===== config.mk =====
export PLATFORM = sky130hd
export DESIGN_NAME = uart_tx_arbiter
export DESIGN_NICKNAME = d
export VERILOG_FILES = /design/src/rtl/uart_tx_arbiter.sv
export SDC_FILE = /design/constraint.sdc
export NUM_CORES = 1
export LEC_CHECK = 0
export CORE_ASPECT_RATIO = 1.4
export CORE_UTILIZATION = 40
export CTS_CLUSTER_DIAMETER = 80
export CTS_CLUSTER_SIZE = 20
export DETAILED_ROUTE_END_ITERATION = 10
export PLACE_DENSITY = 0.77
export SLEW_MARGIN = 25
export SYNTH_ARGS = -nofsm -noshare
export SYNTH_HDL_FRONTEND = slang
export SYNTH_SLANG_ARGS = --single-unit

===== constraint.sdc =====
create_clock -name i_Clock -period 4 [get_ports i_Clock]
set_input_delay 0.6 -clock i_Clock [delete_from_list [all_inputs] [get_ports i_Clock]]
set_output_delay 0.6 -clock i_Clock [all_outputs]
set_load 0.05 [all_outputs]

===== src/rtl/uart_tx_arbiter.sv =====
// rtl/uart_tx_arbiter.sv - round-robin sharing of one live-sampling UART transmitter among NUM_REQ byte sources
// Define UART_TX_ARB_TAG_EN to precede every data frame with a tag frame carrying 0xA0 | requester id.
module uart_tx_arbiter #(
  parameter  int NUM_REQ      = 4,
  parameter  int CLKS_PER_BIT = 217,
  parameter  int GAP_CLKS     = 2,
  localparam int IDW          = $clog2(NUM_REQ)
) (
  input  logic                 i_Clock,
  input  logic                 i_Reset,
  input  logic [NUM_REQ-1:0]   i_Req_Valid,
  input  logic [8*NUM_REQ-1:0] i_Req_Byte,
  output logic [NUM_REQ-1:0]   o_Req_Ready,
  output logic [7:0]           o_TX_Byte,
  output logic                 o_TX_DV,
  output logic                 o_Busy,
  output logic [IDW-1:0]       o_Grant_Id
);

  localparam int FRAME_CLKS = 10 * (CLKS_PER_BIT + 1);
  localparam int WAIT_CLKS  = FRAME_CLKS + GAP_CLKS;
  localparam logic [15:0] WAIT_LAST = 16'(WAIT_CLKS - 1);
`ifdef UART_TX_ARB_TAG_EN
  localparam logic [15:0] WAIT_FULL = 16'(WAIT_CLKS);
`endif

  typedef enum logic [2:0] {
    S_HOLD,
    S_ARB,
    S_LAUNCH,
    S_WAIT
`ifdef UART_TX_ARB_TAG_EN
    , S_LAUNCH_TAG
    , S_WAIT_TAG
`endif
  } state_t;

  state_t           state;
  state_t           state_nxt;
  logic [15:0]      cnt;
  logic             cnt_run;
  logic [IDW-1:0]   rr_ptr;
  logic [IDW-1:0]   nxt_ptr;
  logic [IDW-1:0]   scan;
  logic [IDW-1:0]   winner;
  logic             found;
  logic             take;
  logic [7:0]       win_byte;
`ifdef UART_TX_ARB_TAG_EN
  logic [7:0]       data_q;
`endif

  function automatic logic [IDW-1:0] wrap_idx(input int s);
    return (s >= NUM_REQ) ? IDW'(s - NUM_REQ) : IDW'(s);
  endfunction

  // Search starts at rr_ptr so the requester after the last winner has top priority.
  always_comb begin
    found  = 1'b0;
    winner = '0;
    scan   = '0;
    for (int i = 0; i < NUM_REQ; i++) begin
      scan = wrap_idx(int'(rr_ptr) + i);
      if (!found && i_Req_Valid[scan]) begin
        found  = 1'b1;
        winner = scan;
      end
    end
  end

  assign win_byte = i_Req_Byte[{winner, 3'b000} +: 8];
  assign nxt_ptr  = (winner == IDW'(NUM_REQ - 1)) ? '0 : winner + 1'b1;
  assign take     = (state == S_ARB) && found && !i_Reset;
  assign o_Busy   = (state != S_ARB);

  always_comb begin
    state_nxt   = state;
    cnt_run     = 1'b0;
    o_Req_Ready = '0;
    o_TX_DV     = 1'b0;
    case (state)
      S_HOLD: begin
        if (cnt == WAIT_LAST) state_nxt = S_ARB;
        else                  cnt_run   = 1'b1;
      end
      S_ARB: begin
        if (found) begin
          o_Req_Ready[winner] = 1'b1;
`ifdef UART_TX_ARB_TAG_EN
          state_nxt = S_LAUNCH_TAG;
`else
          state_nxt = S_LAUNCH;
`endif
        end
      end
      S_LAUNCH: begin
        o_TX_DV   = 1'b1;
        state_nxt = S_WAIT;
      end
      S_WAIT: begin
        if (cnt == WAIT_LAST) state_nxt = S_ARB;
        else                  cnt_run   = 1'b1;
      end
`ifdef UART_TX_ARB_TAG_EN
      S_LAUNCH_TAG: begin
        o_TX_DV   = 1'b1;
        state_nxt = S_WAIT_TAG;
      end
      // One extra cycle stands in for the ARB slot so tag->data spacing matches data->tag spacing.
      S_WAIT_TAG: begin
        if (cnt == WAIT_FULL) state_nxt = S_LAUNCH;
        else                  cnt_run   = 1'b1;
      end
`endif
      default: state_nxt = S_HOLD;
    endcase
    if (i_Reset) begin
      o_Req_Ready = '0;
      o_TX_DV     = 1'b0;
    end
  end

  always_ff @(posedge i_Clock) begin
    if (i_Reset) begin
      state      <= S_HOLD;
      cnt        <= '0;
      rr_ptr     <= '0;
      o_TX_Byte  <= '0;
      o_Grant_Id <= '0;
`ifdef UART_TX_ARB_TAG_EN
      data_q     <= '0;
`endif
    end else begin
      state <= state_nxt;
      cnt   <= cnt_run ? cnt + 16'd1 : '0;
      if (take) begin
        o_Grant_Id <= winner;
        rr_ptr     <= nxt_ptr;
`ifdef UART_TX_ARB_TAG_EN
        o_TX_Byte  <= 8'hA0 | 8'(winner);
        data_q     <= win_byte;
`else
        o_TX_Byte  <= win_byte;
`endif
      end
`ifdef UART_TX_ARB_TAG_EN
      if (state == S_WAIT_TAG && state_nxt == S_LAUNCH) o_TX_Byte <= data_q;
`endif
    end
  end

endmodule


# Yosys cells after proc, flatten, opt, wreduce, memory -nomap -nowiden
# Cells that the tools add are included.
# Widths: inputs -> output; s select.
# word_totals
reg_bits,31
output_inout_bits,16
# classes
addsub,9
order_cmp,10
n_eq_ne,8
shifts,1
mux,33
bitwise_logic,1
n_reduce_logical,14
# ops
cell,count
$shiftx 32x6->8,1
$mux 2,9
$add 16x1->16 const B,1
$eq 16x12->1 const B,1
$lt 2x3->1 const B,5
$mux 1,13
$mux 4,3
$ge 3x3->1 const B,3
$pmux 3 s3,1
$bmux 1 s2,4
$sub 2x1->2 const B,4
$add 2x2->3 const B,2
$eq 3x2->1 const B,2
$logic_and 1x1->1,6
$mux 3,2
$logic_not 1->1,4
$reduce_or 2->1,2
$add 2x1->3 const B,1
$eq 3x1->1 const B,1
$ge 2x3->1 const B,1
$logic_not 3->1,1
$ne 3x1->1 const B,1
$add 2x1->2 const B,1
$demux 1 s2,1
6 further kinds,6

# Longest topological paths before layout
# Gate-level depths: netlist (run 1).
# depth
depth_word,21
depth_mapped,8

# Worst setup path before layout (run 1)
# OpenSTA, ideal clock, no wires.
# synth_path
path_type,input port to output port
from,in i_Req_Valid[2]
to,out o_Req_Ready[1]
arrival_time_ns,1.961
required_ns,3.400
path_slack_ns,1.439
stages,5
path_buffers,0
cell_sequence,mux2i_1 nor2_1 a311oi_2 nand2_2 nor2_1
# synth_via
elab_chain_cells,19
elab_cells_between_ends,30
cone_classes,2 x order compare; 21 x mux; 7 x reduce/logical
# synth_lines
element,line_no,source
start: declaration,11,"input logic [NUM_REQ-1:0] i_Req_Valid,"
$bmux 1 s2,64,if (!found && i_Req_Valid[scan]) begin
$mux 1 (implied by the code),64,
$mux 1,64,
$logic_not 1->1,64,
$logic_and 1x1->1,64,
$mux 1,64,
$logic_not 1->1,64,
$logic_and 1x1->1,64,
(+3 left out),--,
$mux 2,64,
$lt 2x3->1 (implied by the code) / $ge 2x1->1 (equally long branches),88,o_Req_Ready[winner] = 1'b1;
$logic_and 1x1->1 (implied by the code),88,
$mux 1 (implied by the code),88,
$demux 1 s2,88,
$mux 4 (*),87,if (found) begin
$mux 4 (*),81,case (state)
$mux 4 (*),117,if (i_Reset) begin
end: declaration,13,"output logic [NUM_REQ-1:0] o_Req_Ready,"
# Every way passes the cells marked *; elsewhere a longest branch is shown, timed or not. The select of a mux whose other input is x is not followed.

# Worst setup path after layout (run 1)
# layout_path
from,in i_Req_Valid[0]
to,out o_Req_Ready[3]
# Same word-level chain as after synthesis.

==> results of run 1 <==
[per-layer routing]
metal  global-route usage [%]  up-vias  wire length (microns)
li1                         -      733                      -
met1                     19.2      654                   1550
met2                     31.2       45                   1830
met3                     6.33        5                    249
met5                        0        -                      0
met4                     6.59        0                     57
[power by group through the flow]
stage               Combinational [mW]  Sequential [mW]  Clock (mW)
finish                           0.401            0.372       0.236
global placement                 0.402            0.376           0
floorplan                        0.220            0.444           0
global route                     0.434            0.378       0.255
CTS                              0.405            0.372       0.244
detailed placement               0.404            0.378           0
[cell families (layout without fill, tap and decap cells)]
logic type	count (synthesis)	count (layout)	synth area share [%]
simple gates	69	69	24.1
xor+xnor	11	11	5.94
fa+ha+maj	5	5	3.86
mux	20	20	12.3
compound gates	25	25	11.1
buf+inv	16	70	5.63
flops	30	30	37.0
[worst paths after layout]
path         cells after the start      startpoint             end  slack [ns]
min reg2reg                      1          cnt[0]          cnt[0]        0.46
max reg2reg                      5       rr_ptr[1]    o_TX_Byte[5]        2.14
min                              1          cnt[0]          cnt[0]        0.46
max                              7  i_Req_Valid[0]  o_Req_Ready[3]        0.48
[area by class of cell]
type                       count  share of cell area (%)
inverter                       9                    1.51
clock buffer                   6                    3.69
tap                           43                    2.40
timing repair buffer          55                    24.1
sequential                    30                    26.8
multi-input combinational    130                    41.5
[state kept, by name, indices dropped and copies added, names as in the netlist]
register / cells
o_Grant_Id: 2
o_TX_Byte: 8
rr_ptr: 2
state: 2
cnt: 16
[cell usage in the layout (no fill, tap or decap), types with 2 or more instances in the layout]
cell type	instances
nand4_1	3
ha_1	5
o21ai_0	5
a21oi_1	9
nand2_1	5
o221ai_1	8
and4_1	3
and2_1	4
nand3_1	5
nor2_1	21
clkbuf_8	6
xnor2_1	3
nor3_1	3
xor2_1	8
mux2i_1	20
buf_4	4
clkdlybuf4s50_1	51
or3_1	4
inv_1	9
nor4b_1	2
nand3b_1	9
dfxtp_1	30
nand2b_1	3
[metrics by stage]
step                      total power, mW  cell area [sq um]  worst slack (ns)
after floorplan                     0.665               1620              1.44
after CTS                            1.02               2240             0.468
after global placement              0.778               2160             0.506
final                                1.01               2240             0.476
after global routing                 1.07               2240             0.247
after detailed placement            0.782               2160             0.475
==> impl_metrics.toml, run 1 <==
[sta]
clock.fmax_ghz = 0.284
fin_skew_ns = 0.00382
finalHoldViolCount = 0
slew_headroom_pct = 59.3
finalHoldWorstSlack_ns = 0.461
setup_viol = 0
finalMaxSlewViolations = 0
worst_slew_pin_slew_ns = 0.608
period_share_pct = 88.1
period_needed_ns = 3.52
rsz0062_at_grt = "false"
setup_tns_ns = 0

[floorplanning]
core-area_sq_mm = 0.00392
fp.dieArea_sq_mm = 0.00432
die_h_microns = 77.3
fp.dieW_microns = 55.8
start_util_pct = 41.4
rows = 27
io_pins = 54

[synthesis]
ys.flop_type = "dfxtp_1"
syn-cell-area_sq_mm = 0.00162
synth_top_area_share_pct = 37.0
synthArstFlopShare_pct = 0
synth_most_common_cell = "dfxtp_1"
synthCells = 176
yosysSeqAreaShare_pct = 37.0
synth_edf_count = 0
synthTopCellsByArea = "dfxtp_1, mux2i_1, nor2_1"
yosys.area.top_type = "dfxtp_1"
yosys_warnings = 0
synth_cell_types = 34
syn-num-nets = 219
syn_avg_cell_area_sq_um = 9.21
synth_commonest_cells = "dfxtp_1, nor2_1, mux2i_1"
synth_seq_cells = 30

[clocking]
hold_buffers = 0
cts_root_buf = "clkbuf_8"
cts_num_sinks = 30
clk_pin_slew_worst_paths_ns = 0.06
cts_made_buffers = 5
cts_tree = "built"
cts-htree-levels = 2
clkLatencyLatePin_ns = 0.28
cts_buffer_depth = 2
post_cts_buffers = 0
cts_resized = 0

[global_routing]
grt.overflow.total = 0
antenna_found_initial = 0
grt_pass1_vias = 1408
grt_pass1_wl_mm = 6.06
track_usage_pct = 17.7
grt_max_degree = 22

[routing]
wl_mm = 3.69
wire_per_inst_microns = 13.5
drc = 0
dr_total_vias = 1437
ant_nets = 0
drt_pass1_iterations = 4
vias_per_cell = 5.26
drt_iter0_drc = 30

[critical_path]
crit_buf_inv = 2
crit_type = "input port to output port"
crit_family = "buffers and inverters"
worstPathRequired_ns = 3.40
max_stage_delay_ns = 0.79
path_common_cell = "clkdlybuf4s50_1"
cp-end-kind = "output port"
crit_arrival_ns = 2.92
cp_max_fo = 21
path_cells = "clkdlybuf4s50_1 -> a21oi_1 -> o21ai_1 -> o2bb2a_4 -> ha_1 -> and2_1 -> clkdlybuf4s50_1"
start_kind = "input port"
slowest_stage = "clkdlybuf4s50_1"

[placed_design]
gp_congestion = 0.727
dp.cells = 267
numPortBuffers = 53
place_hpwl_mm = 2.76

[layout]
multi_input_area_sq_um = 930
fillers = 364
seqCellArea_sq_um = 601
n_antenna_cell = 0
finalNetCount = 274
fin_util_pct = 57.2
syn_to_final_growth_pct = 38.2
layout-drive-gt1-share_pct = 6.52
final_cells = 273

[pwr]
internal_power_uw = 643
combPwrFrac_pct = 39.7
pwr-share-seq_pct = 36.9
ir_drop_v = 0.000345
leakage_nw = 0.822
swShare_pct = 36.2
clkPwrFrac_pct = 23.4
power_density_mw_per_mm2 = 450
switchingPower_uw = 365

[run]
drv_cap = 0

[min_path]
hold_path_class = "register to register"

[run_status]
outcome = "completed"
(Power assumes the default switching activity.)
==> run 2: changes to the inputs <==
- PLACE_DENSITY: 0.77 -> 0.71
- SKIP_CTS_REPAIR_TIMING: unset -> 1
==> run 2 against run 1 <==
Net effect:
- critical path depth stayed put
- clock power is 24% higher
- global-route usage is 0.082 points lower
- non-clock buffer count is 1 higher
- via count is 1.5% lower
- routed wire length is 0.46% higher
- final area is 1.6% higher
- die area stayed put
- critical path type unchanged
==> impl_metrics.toml, run 2 (same netlist as run 1, synthesis figures left out) <==
[clocking]
cts_root_buf = "clkbuf_8"
cts_num_sinks = 30
cts_buffer_depth = 2
clk_pin_slew_worst_paths_ns = 0.06
cts_tree = "built"
cts_made_buffers = 5
cts-htree-levels = 2
clkLatencyLatePin_ns = 0.28

[layout]
layout-drive-gt1-share_pct = 7.30
n_antenna_cell = 0
top_regs = "cnt (16), o_TX_Byte (8)"
layout_common_cells = "clkdlybuf4s50_1, dfxtp_1, nor2_1"
largest_reg_flops = 16
fin_util_pct = 58.1
final_cell_area_sq_mm = 0.00228
regMostFlops = "cnt"
finalNetCount = 275
final_common_cell = "clkdlybuf4s50_1"
syn_to_final_growth_pct = 40.4

[placed_design]
place_area_sq_mm = 0.00217
place_hpwl_mm = 2.79
numPortBuffers = 53
gp_congestion = 0.769
pre_cts_ws_ns = 0.482

[floorplanning]
start_util_pct = 41.4
fp.dieW_microns = 55.8
rows = 27
fp.dieArea_sq_mm = 0.00432
io_pins = 54
die_h_microns = 77.3
core-area_sq_mm = 0.00392

[sta]
fin_skew_ns = 0.00527
setup_tns_ns = 0
worst_slew_pin_slew_ns = 0.661
clock.fmax_ghz = 0.285
rsz0062_at_grt = "false"
setup_viol = 0
finalMaxSlewViolations = 0
finalHoldWorstSlack_ns = 0.462
slew_headroom_pct = 55.8
period_share_pct = 87.7
finalHoldViolCount = 0
period_needed_ns = 3.51
setup_slack_ns = 0.491

[global_routing]
grtUsageMet2_pct = 29.3
met1_usage_pct = 21.1
antenna_found_initial = 0
grt_pass1_wl_mm = 6.04
grt.overflow.total = 0
gr-usage-met3_pct = 4.67
grt_pass1_vias = 1322
track_usage_pct = 17.6
busiest_layer = "met2"
grt_max_degree = 22

[pwr]
clkPwrFrac_pct = 27.4
pwr-share-seq_pct = 34.7
switchingPower_uw = 373
power_density_mw_per_mm2 = 469
internal_power_uw = 695
leakage_nw = 0.839
swShare_pct = 34.9
combPwrFrac_pct = 37.9
ir_drop_v = 0.000414

[routing]
wire_per_inst_microns = 13.4
dr_total_vias = 1415
wl_mm = 3.70
drt_iter0_drc = 78
drt_pass1_iterations = 4
ant_nets = 0
vias_per_cell = 5.13
drc = 0

[run]
drv_cap = 0

[critical_path]
crit_family = "buffers and inverters"
cp_max_fo = 21
startpoint = "i_Req_Valid[0]"
path_common_cell = "clkdlybuf4s50_1"
path_cells = "clkdlybuf4s50_1 -> a21oi_1 -> o21ai_1 -> o2bb2a_4 -> ha_1 -> and2_1 -> clkdlybuf4s50_1"
reg2reg_from = "rr_ptr[1]"
crit_type = "input port to output port"
worstPathRequired_ns = 3.40
start_kind = "input port"
crit_buf_inv = 2
cp-end-kind = "output port"
slowest_stage = "clkdlybuf4s50_1"
crit_arrival_ns = 2.91
max_stage_delay_ns = 0.79

[run_status]
outcome = "completed"

[min_path]
hold_path_class = "register to register"
hold_start = "cnt[0]"
[run 2: path summary, 6_finish.rpt]
check / cells past startpoint / endpoint / slack, ns
worst max-delay path: 7 / o_Req_Ready[3] / 0.49
worst min-delay path: 1 / cnt[0] / 0.46
worst max register to register: 6 / rr_ptr[0] / 2.18
worst min register to register: 1 / cnt[0] / 0.46
[run 2: worst register-to-register path, stage by stage, from the launching register on]
cell and delay, ns:
dfxtp_1 0.45, a21oi_1 0.10, o21ai_1 0.16, o2bb2a_4 0.28, ha_1 0.25, or3_1 0.38
a21oi_1 0.14
[run 2: cell type report]
class	instances	area (sq um)
Fill cell	361	1640
Multi-Input combinational cell	130	930
Sequential cell	30	601
Timing Repair Buffer	56	551
Clock buffer	5	68.8
Tap cell	43	53.8
Clock inverter	3	40.0
Inverter	9	33.8
[run 2: power by group through the flow]
stage	registers, mW	logic [mW]	clock network, mW
finish	0.371	0.405	0.293
global route	0.378	0.439	0.316
CTS	0.372	0.408	0.305
floorplan	0.444	0.220	0
global placement	0.377	0.405	0
detailed placement	0.379	0.408	0
[run 2: per-layer routing]
layer | wire [microns] | part of all wire, % | up-vias
met5 | 0 | 0 | -
li1 | - | - | 740
met1 | 1690 | 46 | 624
met3 | 255 | 6.9 | 6
met4 | 75 | 2.0 | 0
met2 | 1680 | 45 | 45
[run 2: per-stage QoR]
stage / power [mW] / cells
global route: 1.13 / 276
global placement: 0.782 / 268
floorplan: 0.665 / 176
finish: 1.07 / 276
detailed placement: 0.786 / 268
CTS: 1.08 / 276
==> run 3: changes to the inputs <==
- SLEW_MARGIN: 25 -> unset
==> results of run 3 <==
No change in the layout: final DEF, timing and power equal those of run 2.
